### src/rtl/p_mul_iter.sv
// p_mul_iter: iterative packed multiplier, STEP multiplier bits per cycle.
// Each lane of width w (chosen by one-hot pw) forms a 2w-bit product. The
// result is the concatenated low halves or the concatenated high halves.
// Optional feature macro: P_MUL_ITER_CLMUL_EN builds the carry-less datapath.
module p_mul_iter #(
  parameter int unsigned XLEN = 32,
  parameter int unsigned STEP = 4
) (
  input  logic                     clock,
  input  logic                     reset,
  input  logic                     valid,
  output logic                     ready,
  input  logic                     mul_l,
  input  logic                     mul_h,
  input  logic                     clmul,
  input  logic [$clog2(XLEN)-1:0]  pw,
  input  logic [XLEN-1:0]          crs1,
  input  logic [XLEN-1:0]          crs2,
  output logic [XLEN-1:0]          result
);

  localparam int unsigned LOGX  = $clog2(XLEN);
  localparam int unsigned NSTEP = XLEN / STEP;
  localparam int unsigned CW    = $clog2(NSTEP);
  localparam int unsigned AW    = 2 * XLEN;
  localparam int unsigned SHW   = LOGX + 1;
  localparam logic [CW-1:0] LAST = CW'(NSTEP - 1);

  typedef enum logic {IDLE, BUSY} state_t;

  state_t            state_q, state_d;
  logic [CW-1:0]     cnt_q, cnt_d;
  logic [AW-1:0]     acc_q, acc_d, acc_nxt;
  logic [XLEN-1:0]   a_q, a_d, b_q, b_d;
  logic [LOGX-1:0]   pw_q, pw_d;
  logic              mul_l_q, mul_l_d, mul_h_q, mul_h_d;
  logic              ready_d;
  logic [XLEN-1:0]   result_d;
  logic [XLEN-1:0]   lo_sel, hi_sel;

  // Internally the accumulator keeps each lane product contiguous:
  // lane j of width w owns bits [2*j*w +: 2*w].
  logic [AW-1:0]     term   [LOGX][STEP];
  logic [XLEN-1:0]   lo_all [LOGX];
  logic [XLEN-1:0]   hi_all [LOGX];

`ifdef P_MUL_ITER_CLMUL_EN
  logic              clmul_q, clmul_d;
`else
  logic              unused_clmul;
  assign unused_clmul = clmul;
`endif

  for (genvar p = 0; p < LOGX; p++) begin : g_w
    localparam int unsigned W = XLEN >> p;
    localparam logic [LOGX-1:0] BMASK = ~LOGX'(W - 1);
    localparam logic [AW-1:0]   LMASK = {{(AW - W){1'b0}}, {W{1'b1}}};

    for (genvar s = 0; s < STEP; s++) begin : g_s
      logic [LOGX-1:0] idx;
      logic [LOGX-1:0] base;
      logic [SHW-1:0]  sh;
      assign idx  = LOGX'(32'(cnt_q) * STEP + s);
      assign base = idx & BMASK;
      // lane operand lands at field base 2*base, shifted by idx-base
      assign sh   = SHW'(idx) + SHW'(base);
      assign term[p][s] = (pw_q[p] && b_q[idx])
                        ? ((AW'(a_q >> base) & LMASK) << sh) : '0;
    end

    logic [XLEN-1:0] lo_w, hi_w;
    // Unpack lane product fields into low-half and high-half words
    always_comb begin
      lo_w = '0;
      hi_w = '0;
      for (int j = 0; j < int'(XLEN / W); j++) begin
        lo_w[j*W +: W] = acc_nxt[2*j*W +: W];
        hi_w[j*W +: W] = acc_nxt[2*j*W + W +: W];
      end
    end
    assign lo_all[p] = lo_w;
    assign hi_all[p] = hi_w;
  end

  // One step of partial-product accumulation; products never overflow
  // their 2w field so a full-width add cannot carry across lanes
  always_comb begin
    acc_nxt = acc_q;
    for (int p = 0; p < int'(LOGX); p++) begin
      for (int s = 0; s < int'(STEP); s++) begin
`ifdef P_MUL_ITER_CLMUL_EN
        if (clmul_q) acc_nxt = acc_nxt ^ term[p][s];
        else         acc_nxt = acc_nxt + term[p][s];
`else
        acc_nxt = acc_nxt + term[p][s];
`endif
      end
    end
  end

  // Select the half-words matching the captured lane width
  always_comb begin
    lo_sel = '0;
    hi_sel = '0;
    for (int p = 0; p < int'(LOGX); p++) begin
      if (pw_q[p]) begin
        lo_sel = lo_sel | lo_all[p];
        hi_sel = hi_sel | hi_all[p];
      end
    end
  end

  // Next-state, capture and output decode
  always_comb begin
    state_d  = state_q;
    cnt_d    = cnt_q;
    acc_d    = acc_q;
    a_d      = a_q;
    b_d      = b_q;
    pw_d     = pw_q;
    mul_l_d  = mul_l_q;
    mul_h_d  = mul_h_q;
`ifdef P_MUL_ITER_CLMUL_EN
    clmul_d  = clmul_q;
`endif
    ready_d  = 1'b0;
    result_d = '0;
    unique case (state_q)
      IDLE: begin
        if (valid) begin
          a_d     = crs1;
          b_d     = crs2;
          pw_d    = pw;
          mul_l_d = mul_l;
          mul_h_d = mul_h;
`ifdef P_MUL_ITER_CLMUL_EN
          clmul_d = clmul;
`endif
          acc_d   = '0;
          cnt_d   = '0;
          state_d = BUSY;
        end
      end
      BUSY: begin
        if (!valid) begin
          // requester withdrew: abort and discard
          state_d = IDLE;
          cnt_d   = '0;
          acc_d   = '0;
        end else begin
          acc_d = acc_nxt;
          if (cnt_q == LAST) begin
            state_d = IDLE;
            cnt_d   = '0;
            ready_d = 1'b1;
            if ($onehot(pw_q)) begin
              if (mul_l_q)      result_d = lo_sel;
              else if (mul_h_q) result_d = hi_sel;
            end
          end else begin
            cnt_d = cnt_q + CW'(1);
          end
        end
      end
      default: state_d = IDLE;
    endcase
  end

  // State, datapath and registered outputs
  always_ff @(posedge clock or posedge reset) begin
    if (reset) begin
      state_q <= IDLE;
      cnt_q   <= '0;
      acc_q   <= '0;
      a_q     <= '0;
      b_q     <= '0;
      pw_q    <= '0;
      mul_l_q <= 1'b0;
      mul_h_q <= 1'b0;
`ifdef P_MUL_ITER_CLMUL_EN
      clmul_q <= 1'b0;
`endif
      ready   <= 1'b0;
      result  <= '0;
    end else begin
      state_q <= state_d;
      cnt_q   <= cnt_d;
      acc_q   <= acc_d;
      a_q     <= a_d;
      b_q     <= b_d;
      pw_q    <= pw_d;
      mul_l_q <= mul_l_d;
      mul_h_q <= mul_h_d;
`ifdef P_MUL_ITER_CLMUL_EN
      clmul_q <= clmul_d;
`endif
      ready   <= ready_d;
      result  <= result_d;
    end
  end

endmodule

### config.mk
export PLATFORM = sky130hd
export DESIGN_NAME = p_mul_iter
export DESIGN_NICKNAME = d
export VERILOG_FILES = /design/src/rtl/p_mul_iter.sv
export SDC_FILE = /design/constraint.sdc
export NUM_CORES = 2
export LEC_CHECK = 0
export CAP_MARGIN = 10
export CELL_PAD_IN_SITES_DETAIL_PLACEMENT = 1
export CELL_PAD_IN_SITES_GLOBAL_PLACEMENT = 1
export CORE_MARGIN = 1.5
export CORE_UTILIZATION = 46
export CTS_CLUSTER_SIZE = 28
export DETAILED_ROUTE_END_ITERATION = 7
export PLACE_DENSITY_LB_ADDON = 0.1
export SYNTH_ARGS = -nofsm -noshare
export SYNTH_HDL_FRONTEND = slang
export SYNTH_SLANG_ARGS = --single-unit
### constraint.sdc
create_clock -name clock -period 9 [get_ports clock]
set_clock_uncertainty 0.1 [all_clocks]
set_input_delay 1.8 -clock clock [delete_from_list [all_inputs] [get_ports clock]]
set_output_delay 1.8 -clock clock [all_outputs]
set_load 0.05 [all_outputs]
Word level (Yosys, flattened, before mapping)

Cells that the tools add are included.

Register bits: 172
Latch bits: 0
Bits in writable memories: 0
ROM bits: 0
Bits of input ports: 75
Memories kept: 0

Add/sub/neg operators: 43
Multipliers: 0
Divide/modulo/power cells: 0
$lt $le $gt $ge: 4
Equal/unequal tests: 3
Shifts and indexed selects: 35
Mux-type cells: 58
Bitwise operators: 9
Reductions and logical operators: 21

Operators by type and width:

| kind                                                                          | number |
|---|---|
| 64-bit 2-to-1 mux                                                             | 22 |
| 64-bit adder                                                                  | 20 |
| 32-bit 2-to-1 mux                                                             | 16 |
| 32-bit bitwise OR                                                             | 8 |
| 16-bit by 6-bit left shift with 64-bit output                                 | 4 |
| 2-bit by 6-bit left shift with 64-bit output                                  | 4 |
| 32-bit by 5-bit left shift with 64-bit output                                 | 4 |
| 4-bit by 6-bit left shift with 64-bit output                                  | 4 |
| 8-bit by 6-bit left shift with 64-bit output                                  | 4 |
| 64-bit case mux with 2 select lines                                           | 1 |
| 32-bit by 5-bit right shift with 16-bit output                                | 4 |
| 32-bit by 5-bit right shift with 4-bit output                                 | 4 |
| 32-bit by 5-bit right shift with 8-bit output                                 | 4 |
| 32-bit by 5-bit right shift with 2-bit output                                 | 3 |
| 5-bit by 5-bit adder with 6-bit output                                        | 15 |
| 5-bit by 6-bit less-than comparator with 1-bit output (second input constant) | 4 |
| 1-bit logical AND                                                             | 20 |
| 1-bit binary-select mux with 5-bit select                                     | 3 |
| 5-bit by 2-bit adder with 5-bit output (second input constant)                | 2 |
| 1-bit 2-to-1 mux                                                              | 10 |
| 3-bit 2-to-1 mux                                                              | 3 |
| 3-bit case mux with 2 select lines                                            | 1 |
| 5-bit by 1-bit adder with 5-bit output (second input constant)                | 1 |
| 1-bit by 1-bit adder with 2-bit output                                        | 2 |
| other kinds (10)                                                              | 10 |

Depth between registers and ports, before layout

Depth in word-level cells: 39
Mapped depth: 34
Depth with buffers taken out: 30

Worst setup path after synthesis

Ideal clock, no wire load.

Path type: reg2reg
From: register cnt_q[2]
To: register result[29]
Library setup time: 0.138 ns
Arrival time: 8.849 ns
Data required time: 8.762 ns
Path slack: -0.087 ns
Stages on the path, launching flop included: 34
Buffers on the path: 4
Cells stage by stage: dfrtp_1 clkbuf_1 buf_1 mux4_2 mux2_2 nand2_1 clkbuf_1 buf_1 nor2_1 fa_1 inv_1 fa_1 fa_1 inv_1 fa_1 inv_1 fa_1 inv_1 fa_1 inv_1 fa_1 inv_1 ha_1 fa_1 a21o_1 a221oi_2 or3_1 nand2_1 a2111oi_4 nor3_4 a2111oi_1 a311oi_2 a221oi_1 a211oi_1

Longest elaborated chain between the ends: 39
Elaborated cells between the ends (all ways): 146

RTL lines:

| what                                                                                                | RTL line | text |
|---|---|---|
| start: declaration                                                                                  | 32       | `logic [CW-1:0] cnt_q, cnt_d;` |
| start signal: assignment                                                                            | 187      | `cnt_q <= cnt_d;` |
| 1-bit binary-select mux with 3-bit select or 5-bit by 1-bit adder with 5-bit output (tied branches) | 67, 63   |  |
| 1-bit 2-to-1 mux (implied by the code) or 1-bit binary-select mux with 5-bit select (tied branches) | 67       | `assign term[p][s] = (pw_q[p] && b_q[idx])` |
| 1-bit logical AND or 1-bit 2-to-1 mux (tied branches)                                               | 67       |  |
| 64-bit 2-to-1 mux or 1-bit logical AND (tied branches)                                              | 68, 67   |  |
| 64-bit adder or 64-bit 2-to-1 mux (tied branches)                                                   | 95, 68   |  |
| 64-bit adder (19 in series)                                                                         | 95       | `acc_nxt = acc_nxt + term[p][s];` |
| 32-bit 2-to-1 mux                                                                                   | 106      | `if (pw_q[p]) begin` |
| 32-bit bitwise OR                                                                                   | 108      | `hi_sel = hi_sel \| hi_all[p];` |
| [6 not listed]                                                                                      | --       |  |
| 32-bit 2-to-1 mux                                                                                   | 106      |  |
| 32-bit 2-to-1 mux                                                                                   | 158      | `else if (mul_h_q) result_d = hi_sel;` |
| 32-bit 2-to-1 mux                                                                                   | 157      | `if (mul_l_q) result_d = lo_sel;` |
| 32-bit 2-to-1 mux                                                                                   | 156      | `if ($onehot(pw_q)) begin` |
| 32-bit 2-to-1 mux (*)                                                                               | 152      | `if (cnt_q == LAST) begin` |
| 32-bit 2-to-1 mux (*)                                                                               | 145      | `if (!valid) begin` |
| 32-bit 2-to-1 mux (*)                                                                               | 128      | `unique case (state_q)` |
| named net result_d[29]                                                                              | 38       | `logic [XLEN-1:0] result_d;` |
| end signal: assignment                                                                              | 198      | `result <= result_d;` |
| end: declaration                                                                                    | 19       | `output logic [XLEN-1:0] result` |

The timed path passes the listed nets; every way through them passes the cells marked *. The select of a mux whose other input is x is not followed.
A chain may end at the register's enable or synchronous reset.

Final worst setup path

From: register cnt_q[0]
To: register result[25]

Same word-level chain as after synthesis.

==> results.json <==
{
  "max_freq_mhz": 111,
  "grt_max_degree": 101,
  "synth_top_area_share_pct": 39.7,
  "numCtsBuffers": 17,
  "rsz0062_at_grt": "yes",
  "clock_latency_ps": 540,
  "ant_nets": 0,
  "drt-total-wl_um": 165000,
  "cp_num_buf_inv": 11,
  "drt_iter0_markers": 3122,
  "period_share_pct": 99.9,
  "synth_flop_cell": "dfrtp_1",
  "ys_ff_latch": 172,
  "die_h_um": 295,
  "port_buffers": 106,
  "synth_edf_count": 0,
  "crit-reg2reg-launch": "cnt_q[0]",
  "tightest_slew_ps": 1050,
  "fin_ws_ps": 6.18,
  "nets": 6201,
  "place_congestion": 0.976,
  "cp_common_cell": "fa_1",
  "hold_violations": 0,
  "fin_tns_setup_ps": 0,
  "cts_buffer_depth": 2,
  "core_area_um2": 84100,
  "first_global_vias": 38500,
  "drc_errors": 0,
  "avgSynthCellArea_um2": 8.82,
  "crit_arrival_ps": 9350,
  "ys_seq_area_share_pct": 11.0,
  "hold_path.class": "flip-flop to flip-flop",
  "wire_per_inst_um": 26.6,
  "path_depth": 33,
  "worstRegToRegCells": 33,
  "cpPeakStageDelay_ps": 540,
  "tritoncts": "built",
  "r2r-end": "result[25]",
  "ys_async_sr_fraction_pct": 100,
  "status": "completed",
  "yosysTopAreaCell": "fa_1",
  "yosysWarnings": 0,
  "multi_input_area_um2": 31500,
  "slew_headroom_pct": 30.0,
  "drv_slew": 0,
  "regArea_um2": 4310,
  "placed_area_um2": 46500,
  "cts_sinks": 172,
  "num_vias": 35400,
  "rows": 106,
  "die-width_um": 295,
  "maxCapViolCount": 0,
  "critPathSlowestCell": "dfrtp_4",
  "hpwl_um": 135000,
  "crit_path_start_kind": "flip-flop",
  "cp-startpoint": "cnt_q[0]",
  "peakVddDrop_mv": 0.489,
  "holdBufCountCts": 0,
  "clkTransAtPathRegs_ps": 80,
  "finalCriticalPeriod_ps": 8990,
  "holdWs_ps": 406,
  "layout-drive-gt1-share_pct": 21.3,
  "cp-end-kind": "flip-flop",
  "final_cell_area_um2": 48700,
  "setup_viol": 0,
  "antenna_found_initial": 6,
  "routed_via_density": 5.69,
  "synth_commonest_cells": "970 x inv_1, 779 x fa_1, 587 x nor2_1, 496 x nand2_1, 273 x ha_1",
  "crit_end": "result[25]",
  "leakagePower_nw": 24.6,
  "track_usage_pct": 38.9,
  "critPathMaxFanout": 8,
  "synth_cells": 4454,
  "firstDrtPassIters": 7,
  "cts_root_buf": "clkbuf_16",
  "die_area_um2": 87100,
  "synth_nets": 5581,
  "ioPinCount": 108,
  "grt_first_pass_wirelength_um": 246000,
  "h-tree-depth": 4,
  "netlist_area_um2": 39300,
  "synthTopCellsByArea": "fa_1 40%, dfrtp_1 11%, inv_1 9.3%",
  "synth.distinct_cells": 87,
  "yosys.cell_count.top_type": "inv_1",
  "path_class": "flip-flop to flip-flop",
  "grt.overflow.total": 0,
  "crit_family": "adder cells",
  "start_util_pct": 46.7,
  "p_per_area_nw_per_um2": 273,
  "required_ps": 9360,
  "rrSetupSlack_ps": 6,
  "area_growth_pct": 23.9,
  "place_ws_ps": -429,
  "nFillCells": 9812
}
-- kinds of logic after synthesis --
logic type               Yosys count  synth area share [%]
AO/OA/AOI/OAI                    467                  8.59
AND/OR/NAND/NOR                 1341                  14.3
buffers and inverters           1207                  11.6
multiplexers                     149                  4.65
XOR/XNOR                          66                  1.47
flip-flops                       172                  11.0
adder cells (fa/ha/maj)         1052                  48.4
-- power by group --
part / leakage (nW) / internal, mW / switching [mW] / total, mW
Sequential: 2.22 / 0.881 / 0.129 / 1.01
Combinational: 22.1 / 4.87 / 6.57 / 11.4
Clock: 0.286 / 0.399 / 0.421 / 0.820
-- registers in the layout (all words and copies together), names as in the netlist --
signal / cells
mul_l_q: 1
result: 32
cnt_q: 3
mul_h_q: 1
ready: 1
b_q: 32
pw_q: 5
acc_q: 64
a_q: 32
state_q: 1
-- cells in the final DEF (no fill, tap or decap), drive strengths merged, types with 55 or more instances in the layout --
master,Yosys,layout
ha,273,273
nand2,496,496
a21oi,113,113
and2,55,55
mux2,88,88
clkdlybuf4s50,0,106
dfrtp,172,172
buf,40,728
o21ai,71,71
fa,779,779
inv,971,978
nor2,587,587
nand3,63,63
a22o,62,62
-- worst register-to-register path, delay by kind of cell (launching register included) --
kind            cells  cell delay (ps)
buf+inv            11             1280
fa+ha+maj           8             3760
mux                 2              890
simple gates        3              400
flops               1              540
compound gates      8             1850
xor+xnor            1              100
-- stage by stage --
step / power, mW / utilization (%) / cells
finish: 13.3 / 57.9 / 6221
CTS: 12.5 / 56.4 / 6193
floorplan: 5.78 / - / 4454
global route: 13.9 / 57.9 / 6220
detailed placement: 11.4 / 55.3 / 6151
global placement: 11.2 / 55.3 / 6151
-- layout make-up --
cell class / count / share of cell area (%)
flip-flops and latches: 172 / 8.86
clock buffers: 18 / 0.902
multi-input cells: 3075 / 64.8
diodes: 1 / 0.00514
inverters: 972 / 7.51
well taps: 1134 / 2.92
repair buffers: 836 / 14.7
clock inverters: 13 / 0.311
-- per-layer routing --
layer  vias to the layer above  global-route usage, %  wire length (um)
met4                         2                   18.4              9500
met2                      1586                   59.5             72900
met3                       383                   7.07             14500
met5                         -                      0                 9
li1                      14900                      -                 -
met1                     18500                   53.6             68400
-- how the worst min path moves through the flow --
stage,startpoint,end,slack [ps],cells past startpoint
2_1_floorplan,acc_q[2],acc_q[2],360,2
3_3_place_gp,b_q[18],b_q[18],390,1
3_5_place_dp,b_q[19],b_q[19],390,1
4_1_cts,b_q[19],b_q[19],410,1
5_1_grt,b_q[19],b_q[19],430,1
6_report,b_q[19],b_q[19],410,1
-- repair_timing --
action | CTS | global route
gates resized for setup | 61 | 199
endpoints found under the setup margin | 31 | 43
cloned | 1 | 2
endpoints found under the hold margin | 0 | 0
setup buffers | 10 | 27
pin swaps | 15 | 76
Power figures use the tool's default switching activity.
